[src/rtl/mem_stage_pkg.sv]
// Shared field positions, codes and helpers for the MEM pipeline stage.
package mem_stage_pkg;

  localparam int unsigned XLEN     = 32;
  localparam int unsigned REG_W    = 5;
  localparam int unsigned EX_MEM_W = 139;
  localparam int unsigned MEM_WB_W = 38;

  localparam int unsigned EXM_SD_LSB     = 0;
  localparam int unsigned EXM_ALU_LSB    = 32;
  localparam int unsigned EXM_RD_LSB     = 64;
  localparam int unsigned EXM_MEMREAD    = 69;
  localparam int unsigned EXM_MEMWRITE   = 70;
  localparam int unsigned EXM_REGWRITE   = 71;
  localparam int unsigned EXM_MTR_LSB    = 72;
  localparam int unsigned EXM_PC4_LSB    = 74;
  localparam int unsigned EXM_LUDATA_LSB = 106;
  localparam int unsigned EXM_LUOP       = 138;

  localparam int unsigned MWB_DATA_LSB = 0;
  localparam int unsigned MWB_RD_LSB   = 32;
  localparam int unsigned MWB_REGWRITE = 37;

  typedef enum logic [1:0] {
    MTR_ALU  = 2'b00,
    MTR_MEM  = 2'b01,
    MTR_PC4  = 2'b10,
    MTR_ALU2 = 2'b11
  } mem_to_reg_e;

  typedef enum logic {
    ST_IDLE = 1'b0,
    ST_BUSY = 1'b1
  } state_e;

  // Writeback source select; an upper-immediate op overrides MemToReg.
  function automatic logic [XLEN-1:0] wb_select(
    input logic            lu_op,
    input logic [XLEN-1:0] lu_data,
    input logic [1:0]      mtr,
    input logic [XLEN-1:0] alu,
    input logic [XLEN-1:0] pc4,
    input logic [XLEN-1:0] load
  );
    logic [XLEN-1:0] res;
    res = alu;
    if (lu_op) begin
      res = lu_data;
    end else begin
      case (mtr)
        MTR_MEM: res = load;
        MTR_PC4: res = pc4;
        default: res = alu;
      endcase
    end
    return res;
  endfunction

endpackage

[src/rtl/mem_bus_ctrl.sv]
// Data-memory bus sequencer: IDLE/BUSY FSM, timeout counter and held request registers.
module mem_bus_ctrl
  import mem_stage_pkg::*;
#(
  parameter int unsigned TIMEOUT = 16
) (
  input  logic             clk,
  input  logic             reset,
  input  logic             access_i,
  input  logic             aligned_i,
  input  logic             write_i,
  input  logic [XLEN-1:0]  addr_i,
  input  logic [XLEN-1:0]  wdata_i,
  input  logic [REG_W-1:0] wr_reg_i,
  input  logic             reg_write_i,
  input  logic [1:0]       mem_to_reg_i,
  input  logic             mem_ack_i,
  output logic             mem_req_o,
  output logic             mem_we_o,
  output logic [XLEN-1:0]  mem_addr_o,
  output logic [XLEN-1:0]  mem_wdata_o,
  output logic [REG_W-1:0] wr_reg_o,
  output logic             reg_write_o,
  output logic [1:0]       mem_to_reg_o,
  output logic             pass_c_o,
  output logic             issue_c_o,
  output logic             misalign_c_o,
  output logic             done_c_o,
  output logic             abort_c_o,
  output logic             stall_c_o
);

  localparam int unsigned CNT_W = $clog2(TIMEOUT + 1);

  state_e           state_q;
  logic [CNT_W-1:0] cnt_q;
  logic             last_c;
  logic             idle_c;
  logic             busy_c;

  // Per-cycle decode; everything is masked while reset is held.
  always_comb begin
    last_c       = (cnt_q == CNT_W'(TIMEOUT - 1));
    idle_c       = !reset && (state_q == ST_IDLE);
    busy_c       = !reset && (state_q == ST_BUSY);
    pass_c_o     = idle_c && !access_i;
    issue_c_o    = idle_c && access_i && aligned_i;
    misalign_c_o = idle_c && access_i && !aligned_i;
    done_c_o     = busy_c && mem_ack_i;
    abort_c_o    = busy_c && !mem_ack_i && last_c;
    stall_c_o    = issue_c_o || (busy_c && !mem_ack_i && !last_c);
  end

  always_ff @(posedge clk or posedge reset) begin
    if (reset) begin
      state_q      <= ST_IDLE;
      cnt_q        <= '0;
      mem_req_o    <= 1'b0;
      mem_we_o     <= 1'b0;
      mem_addr_o   <= '0;
      mem_wdata_o  <= '0;
      wr_reg_o     <= '0;
      reg_write_o  <= 1'b0;
      mem_to_reg_o <= '0;
    end else begin
      case (state_q)
        ST_IDLE: begin
          if (access_i && aligned_i) begin
            state_q      <= ST_BUSY;
            cnt_q        <= '0;
            mem_req_o    <= 1'b1;
            mem_we_o     <= write_i;
            mem_addr_o   <= addr_i;
            mem_wdata_o  <= wdata_i;
            wr_reg_o     <= wr_reg_i;
            reg_write_o  <= reg_write_i && !write_i;
            mem_to_reg_o <= mem_to_reg_i;
          end
        end
        ST_BUSY: begin
          // An ack on the final cycle still completes the access.
          if (mem_ack_i || last_c) begin
            state_q   <= ST_IDLE;
            mem_req_o <= 1'b0;
          end else begin
            cnt_q <= cnt_q + CNT_W'(1);
          end
        end
        default: state_q <= ST_IDLE;
      endcase
    end
  end

endmodule

[src/rtl/mem_stage.sv]
// MEM pipeline stage: unpacks EX_MEM, drives the data-memory bus and builds MEM_WB.
module mem_stage
  import mem_stage_pkg::*;
#(
  parameter int unsigned TIMEOUT = 16
) (
  input  logic                clk,
  input  logic                reset,
  input  logic [EX_MEM_W-1:0] EX_MEM,
  output logic                mem_req,
  output logic                mem_we,
  output logic [XLEN-1:0]     mem_addr,
  output logic [XLEN-1:0]     mem_wdata,
  input  logic                mem_ack,
  input  logic [XLEN-1:0]     mem_rdata,
  output logic                stall,
  output logic                misalign,
  output logic                mem_err,
  output logic [REG_W-1:0]    EX_MEM_Rd,
  output logic [XLEN-1:0]     EX_MEM_RdData,
  output logic                EX_MEM_RegWrite,
  output logic [MEM_WB_W-1:0] MEM_WB
);

  logic [XLEN-1:0]     store_data, alu, pc4, lu_data;
  logic [REG_W-1:0]    wr_reg, wr_reg_q;
  logic [1:0]          mtr, mtr_q;
  logic                mem_read, mem_write, reg_write, reg_write_q, lu_op;
  logic                pass_c, issue_c, misalign_c, done_c, abort_c, stall_c;
  logic [XLEN-1:0]     pass_data, done_data;
  logic [MEM_WB_W-1:0] mem_wb_q;

  assign store_data = EX_MEM[EXM_SD_LSB +: XLEN];
  assign alu        = EX_MEM[EXM_ALU_LSB +: XLEN];
  assign wr_reg     = EX_MEM[EXM_RD_LSB +: REG_W];
  assign mem_read   = EX_MEM[EXM_MEMREAD];
  assign mem_write  = EX_MEM[EXM_MEMWRITE];
  assign reg_write  = EX_MEM[EXM_REGWRITE];
  assign mtr        = EX_MEM[EXM_MTR_LSB +: 2];
  assign pc4        = EX_MEM[EXM_PC4_LSB +: XLEN];
  assign lu_data    = EX_MEM[EXM_LUDATA_LSB +: XLEN];
  assign lu_op      = EX_MEM[EXM_LUOP];

  mem_bus_ctrl #(.TIMEOUT(TIMEOUT)) u_ctrl (
    .clk          (clk),
    .reset        (reset),
    .access_i     (mem_read || mem_write),
    .aligned_i    (alu[1:0] == 2'b00),
    .write_i      (mem_write),
    .addr_i       (alu),
    .wdata_i      (store_data),
    .wr_reg_i     (wr_reg),
    .reg_write_i  (reg_write),
    .mem_to_reg_i (mtr),
    .mem_ack_i    (mem_ack),
    .mem_req_o    (mem_req),
    .mem_we_o     (mem_we),
    .mem_addr_o   (mem_addr),
    .mem_wdata_o  (mem_wdata),
    .wr_reg_o     (wr_reg_q),
    .reg_write_o  (reg_write_q),
    .mem_to_reg_o (mtr_q),
    .pass_c_o     (pass_c),
    .issue_c_o    (issue_c),
    .misalign_c_o (misalign_c),
    .done_c_o     (done_c),
    .abort_c_o    (abort_c),
    .stall_c_o    (stall_c)
  );

  // Forwarding view: the load-data slot falls back to the ALU value.
  always_comb begin
    pass_data     = wb_select(lu_op, lu_data, mtr, alu, pc4, mem_rdata);
    done_data     = wb_select(lu_op, lu_data, mtr_q, alu, pc4, mem_rdata);
    EX_MEM_RdData = wb_select(lu_op, lu_data, mtr, alu, pc4, alu);
  end

  assign EX_MEM_Rd       = wr_reg;
  assign EX_MEM_RegWrite = reg_write && !mem_read;
  assign stall           = stall_c;
  assign misalign        = misalign_c;
  assign mem_err         = abort_c;
  assign MEM_WB          = mem_wb_q;

  always_ff @(posedge clk or posedge reset) begin
    if (reset) begin
      mem_wb_q <= '0;
    end else if (pass_c) begin
      mem_wb_q <= {reg_write, wr_reg, pass_data};
    end else if (misalign_c || abort_c) begin
      mem_wb_q <= '0;
    end else if (issue_c) begin
      mem_wb_q[MWB_REGWRITE] <= 1'b0;
    end else if (done_c) begin
      mem_wb_q <= {reg_write_q, wr_reg_q, done_data};
    end
  end

endmodule

[config.mk]
export PLATFORM = sky130hd
export DESIGN_NAME = mem_stage
export DESIGN_NICKNAME = d
export VERILOG_FILES = /design/src/rtl/mem_stage_pkg.sv /design/src/rtl/mem_bus_ctrl.sv /design/src/rtl/mem_stage.sv
export SDC_FILE = /design/constraint.sdc
export NUM_CORES = 1
export LEC_CHECK = 0
export CORE_MARGIN = 2
export CORE_UTILIZATION = 43
export DETAILED_ROUTE_END_ITERATION = 16
export GPL_TIMING_DRIVEN = 0
export HOLD_SLACK_MARGIN = 0.15
export PLACE_DENSITY = 0.89
export SYNTH_ARGS = -nofsm -noshare
export SYNTH_HDL_FRONTEND = slang
export SYNTH_SLANG_ARGS = --single-unit
[constraint.sdc]
create_clock -name clk -period 5.6 [get_ports clk]
set_input_delay 1.68 -clock clk [delete_from_list [all_inputs] [get_ports clk]]
set_output_delay 1.68 -clock clk [all_outputs]
set_load 0.01 [all_outputs]
# Word level (Yosys, flattened, before mapping)
# Cells that the tools add are included.
# totals
reg_bits	118
elab_cells	73
mem_bits_ro	0
mem_bits_rw	0
mem_count	0
out_inout_bits	145
latchBits	0
# classes
n_eq_ne	9
bitwise	1
mul	0
magnitude_cmp	0
reduce_logical	31
shifts	0
add_sub_neg	1
n_div	0
mux	20
# op_table
operator	n
$mux W32	4
$pmux W32 S2	2
$mux W38	3
$mux W37	1
$logic_and A1 B1 Y1	13
$mux W5	2
$pmux W5 S2	1
$reduce_and A2 Y1	4
$logic_not A1 Y1	7
$ne A2 B2 Y1 const B	3
$add A5 B1 Y5 const B	1
$eq A5 B4 Y1 const B	1
$mux W1	5
$eq A2 B1 Y1 const B	2
$eq A2 B2 Y1 const B	2
$logic_or A1 B1 Y1	4
$pmux W1 S2	2
$reduce_bool A4 Y1	1
$ne A3 B2 Y1 const B	1
$reduce_bool A3 Y1	1
$logic_not A2 Y1	1
$not A1 Y1	1

# Depth between registers and ports, before layout
# depth
ltp_word	7
mapped_depth	10
depth_no_buf	8

# Cells and area by module
# From an unflattened synthesis, not the netlist that was laid out.
# hier_totals
hier_cells	728
area_unflattened_um2	7114.3
# by_module_without_submodules
module	area_each_um2	cells_per_inst	n_inst	seq_area_each_um2
mem_stage	4023.9	536	1	950.9
mem_bus_ctrl	3090.5	192	1	2001.9

# Worst setup path after synthesis
# OpenSTA, ideal clock, no wires.
# synth_path
path_kind	input -> register
startpoint	in reset
endpoint	reg mem_wb_q[15] (netlist: MEM_WB[15])
t_arrival_ns	5.135
n_path_buf	2
cell_stages	6
path_slack_ns	0.383
cell_sequence	inv_1 > o311a_1 > buf_6 > buf_2 > nor2_1 > a31oi_1
# synth_between
elab_chain_len	7
word_cells_on_any_way	16
cone_classes	eq/ne: 1; mux: 2; reduce/logical: 13
# synth_rtl
element	line_no	text
from (decl)	mem_stage.sv:8	input logic reset,
$logic_not A1 Y1 (*)	mem_bus_ctrl.sv:44, mem_bus_ctrl.sv:45	
$logic_and A1 B1 Y1 (on tied branches)	mem_bus_ctrl.sv:44, mem_bus_ctrl.sv:45	
$logic_and A1 B1 Y1 (on tied branches)	mem_bus_ctrl.sv:47, mem_bus_ctrl.sv:48, mem_bus_ctrl.sv:50	
$logic_and A1 B1 Y1 (on tied branches)	mem_bus_ctrl.sv:48, mem_bus_ctrl.sv:50	
$logic_or A1 B1 Y1	mem_stage.sv:90	end else if (misalign_c || abort_c) begin
$ne A3 B2 Y1 (no line) (tied with other cells)	n/a	
$reduce_and A2 Y1 (no line) / $mux W38 (equally long branches)	n/a	
to (signal assigned)	mem_stage.sv:89	mem_wb_q <= {reg_write, wr_reg, pass_data};
to (signal assigned)	mem_stage.sv:95	mem_wb_q <= {reg_write_q, wr_reg_q, done_data};
to (decl)	mem_stage.sv:31	logic [MEM_WB_W-1:0] mem_wb_q;
# Every way passes the cells marked *; elsewhere a longest branch is shown, timed or not.
# A chain may end at the register's enable or synchronous reset.

# Final worst setup path
# layout_path
startpoint	in EX_MEM[138]
endpoint	out EX_MEM_RdData[29]
# layout_between
elab_chain_len	1
# layout_rtl
element	line_no	text
from (decl)	mem_stage.sv:9	input logic [EX_MEM_W-1:0] EX_MEM,
$mux W32	mem_stage_pkg.sv:47	if (lu_op) begin
to (decl)	mem_stage.sv:20	output logic [XLEN-1:0] EX_MEM_RdData,
# No other way between the ends.

==> impl_results.md <==
* Final HPWL DP at 21.5 mm
* PD cells at 329 nW/um^2
* Synthesized area at 7300 sq um
* Routed WL per cell at 21.2 um
* Die ar. at 18000 sq um
* Count of cell types in the netlist at 40
* FF+latch count, synth at 118
* Warnings, synthesis at 0
* Most frequent cells in the layout: 318 x clkdlybuf4s50_1, 118 x dfrtp_1, 71 x nand2_1
* Post-Route WL at 29.5 mm
* Fin. max-slew vios at 0
* Post-Place Cell Area at 10800 sq um
* CTS Buf Count at 17
* CP peak stage delay at ~0.56 ns
* Sequential share of the synthesized area at 40.5%
* Detailed Routing Iterations Pass 1 at 6
* Number of I/O pins at 319
* Synthesis-to-layout area growth at 56.7%
* Worst-margin pin slew at 0.677 ns
* Via Count at 8177
* Crit-path max FO at 10
* Leakage power at 4.61 nW
* Hold_buf cts at 0
* Status: complete, no violations
* H-tree depth at 4
* Period Utilization, post-route at between 90 and 100%
* Antenna Violating Nets Remaining at 0
* Peak supply drop at 194 uV
* Max Root-Sink Buffers at 2
* Crit path kind: in2out
* Largest net degree at the start of global routing at 92
* Arr. time, crit path at 3.84 ns
* Hold Fails Final Rpt at 0
* Clk_skew at between 0.01 and 0.015 ns
* Global Route Usage Sum at 32.5%
* Layout cell share with drive strength beyond 1 at 12.1%
* Clock latency on the worst-skew pair at about 0.42 ns
* Number of enable flip-flop cells after synthesis at 0
* Fin util at 69.0%
* Minimum clock period at 5.52 ns
* Routability Congestion at 0.949
* Clock sink count at 118
* CP Cell Sequence: clkdlybuf4s50_1 -> buf_2 -> clkbuf_1 -> nand2b_1 -> o21a_1 -> clkdlybuf4s50_1
* Mapped Cells at 817
* Endpoints failing setup at 0
* Initial Utilization at 44.0%
* Most common cell after layout, fill and taps aside: clkdlybuf4s50_1
* Hold WC Path Type: reg2reg
* Clk pin slew, worst setup/hold paths at around 0.060 ns
* Design area at 11400 sq um
* Syn_nets at ~1000
* CTS root buf: clkbuf_16
* Ys flop type: dfrtp_1
* Initial antenna violation count at 0
* PortBufs at 318
* CP Capture Type: primary output
* CTS tree: done
* GR Overflow Total at 0
* Slew margin rel. at 54.9%
* Synth Area per Inst at 8.93 sq um
* Critical Path Start Type: primary input
* Slowest cell on the critical path: clkdlybuf4s50_1
* Chip Height at 134 um
* Worst endpoint required time at roughly 3.9 ns
* Nets at 1335
* Residual DRC count at 0
* Die width at 134 um
* N_diodes at 0
* Maxcap violations at 0
* Avg Vias per Cell at approximately 6
* Core area at 16600 sq um
* Site Rows at 47
* DRT iter0 DRCs at 998
* Ys async rst share at 100%
* F_max at 181 MHz
* First-pass GRT wire length at 45.7 mm
* Crit path top cell by count: clkdlybuf4s50_1
* Vias in the first global route at 8469
-- routing by layer --
layer,wire length (um),up-vias,global-route usage [%]
met5,0,-,0
met4,848,0,12.6
met3,2910,91,8.31
met2,14600,556,55.3
met1,11100,3857,39.6
li1,-,3673,-
-- Yosys cell counts (all sizes together), types with 5 or more instances --
| master | count | area, sq um |
|---|---|---|
| nor2b | 35 | 219 |
| a21oi | 39 | 195 |
| o21a | 32 | 240 |
| a32oi | 5 | 43.8 |
| mux2 | 68 | 766 |
| nand2b | 33 | 206 |
| a31oi | 32 | 200 |
| buf | 30 | 178 |
| o2111ai | 32 | 280 |
| o31ai | 32 | 240 |
| nor2 | 44 | 165 |
| a221oi | 32 | 280 |
| dfrtp | 118 | 2950 |
| clkbuf | 47 | 176 |
| nand2 | 71 | 267 |
| inv | 41 | 154 |
| o21ai | 38 | 194 |
| ha | 6 | 75.1 |
| nand3 | 65 | 325 |
-- layout make-up --
class / instances / area (sq um)
multi-input combinational: 581 / 3850
fill: 1349 / 5150
clock buffer: 17 / 425
inverter: 41 / 159
sequential: 118 / 2950
buffer: 76 / 373
tap: 220 / 275
clock inverter: 15 / 185
timing repair buffer: 320 / 3220
-- logic make-up after synthesis --
logic type      synth area share [%]
compound gates                  23.6
xor+xnor                       0.120
buf+inv                         6.96
mux                             10.6
fa+ha+maj                       1.03
flops                           40.5
simple gates                    17.2
-- what timing repair did --
item                                    4_1_cts  5_1_grt
gates cloned                                  0        0
setup buffers                                 0        1
pin swaps                                     0        1
gates resized for setup                      15        5
endpoints found under the setup margin       33       28
-- critical path, delay by kind of cell --
family | cells | cell delay, ns
simple gates | 1 | 0.15
buf+inv | 4 | 1.83
compound gates | 1 | 0.18
-- report_power, final --
| group | internal [mW] | switching (mW) |
|---|---|---|
| Clock | 0.676 | 0.459 |
| Sequential | 1.05 | 0.110 |
| Combinational | 0.784 | 0.688 |
| Total | 2.51 | 1.26 |
-- metrics by stage --
step                      std cells  setup WS [ns]  power (mW)  hold slack [ns]   TNS, ns
after floorplan                 817          0.383        1.85            0.478         0
after global placement         1355          -1.62        2.58            0.479   -222.91
after detailed placement       1356         -0.575        2.62            0.495    -16.09
after CTS                      1387        0.00619        3.77            0.509         0
after global routing           1388       -0.00284        3.94            0.516  -0.00284
final                          1388         0.0758        3.77            0.504         0
-- path summary, 6_finish.rpt --
path                                                   startpoint                            endpoint  slack, ns  cells after the start
worst max-delay path                                  EX_MEM[138]                   EX_MEM_RdData[29]       0.08                      6
worst min-delay path            u_ctrl.mem_addr_o[17]$_DFFE_PP0P_   u_ctrl.mem_addr_o[17]$_DFFE_PP0P_       0.50                      1
worst max register to register        u_ctrl.cnt_q[0]$_DFFE_PP0P_              MEM_WB[20]$_DFFE_PP0P_       2.87                      8
worst min register to register  u_ctrl.mem_addr_o[17]$_DFFE_PP0P_   u_ctrl.mem_addr_o[17]$_DFFE_PP0P_       0.50                      1
max in group asynchronous                                   reset  u_ctrl.mem_to_reg_o[1]$_DFFE_PP0P_       3.10                      3
min in group asynchronous                                   reset              MEM_WB[23]$_DFFE_PP0P_       1.75                      2
-- flip-flops by register name, indices dropped and copies added (netlist names) --
register             cells
u_ctrl.mem_wdata_o      32
MEM_WB                  38
u_ctrl.cnt_q             5
u_ctrl.mem_req_o         1
u_ctrl.mem_we_o          1
u_ctrl.mem_to_reg_o      2
u_ctrl.reg_write_o       1
u_ctrl.state_q           1
u_ctrl.wr_reg_o          5
u_ctrl.mem_addr_o       32
Note: power is estimated with default switching activity, not from simulation.
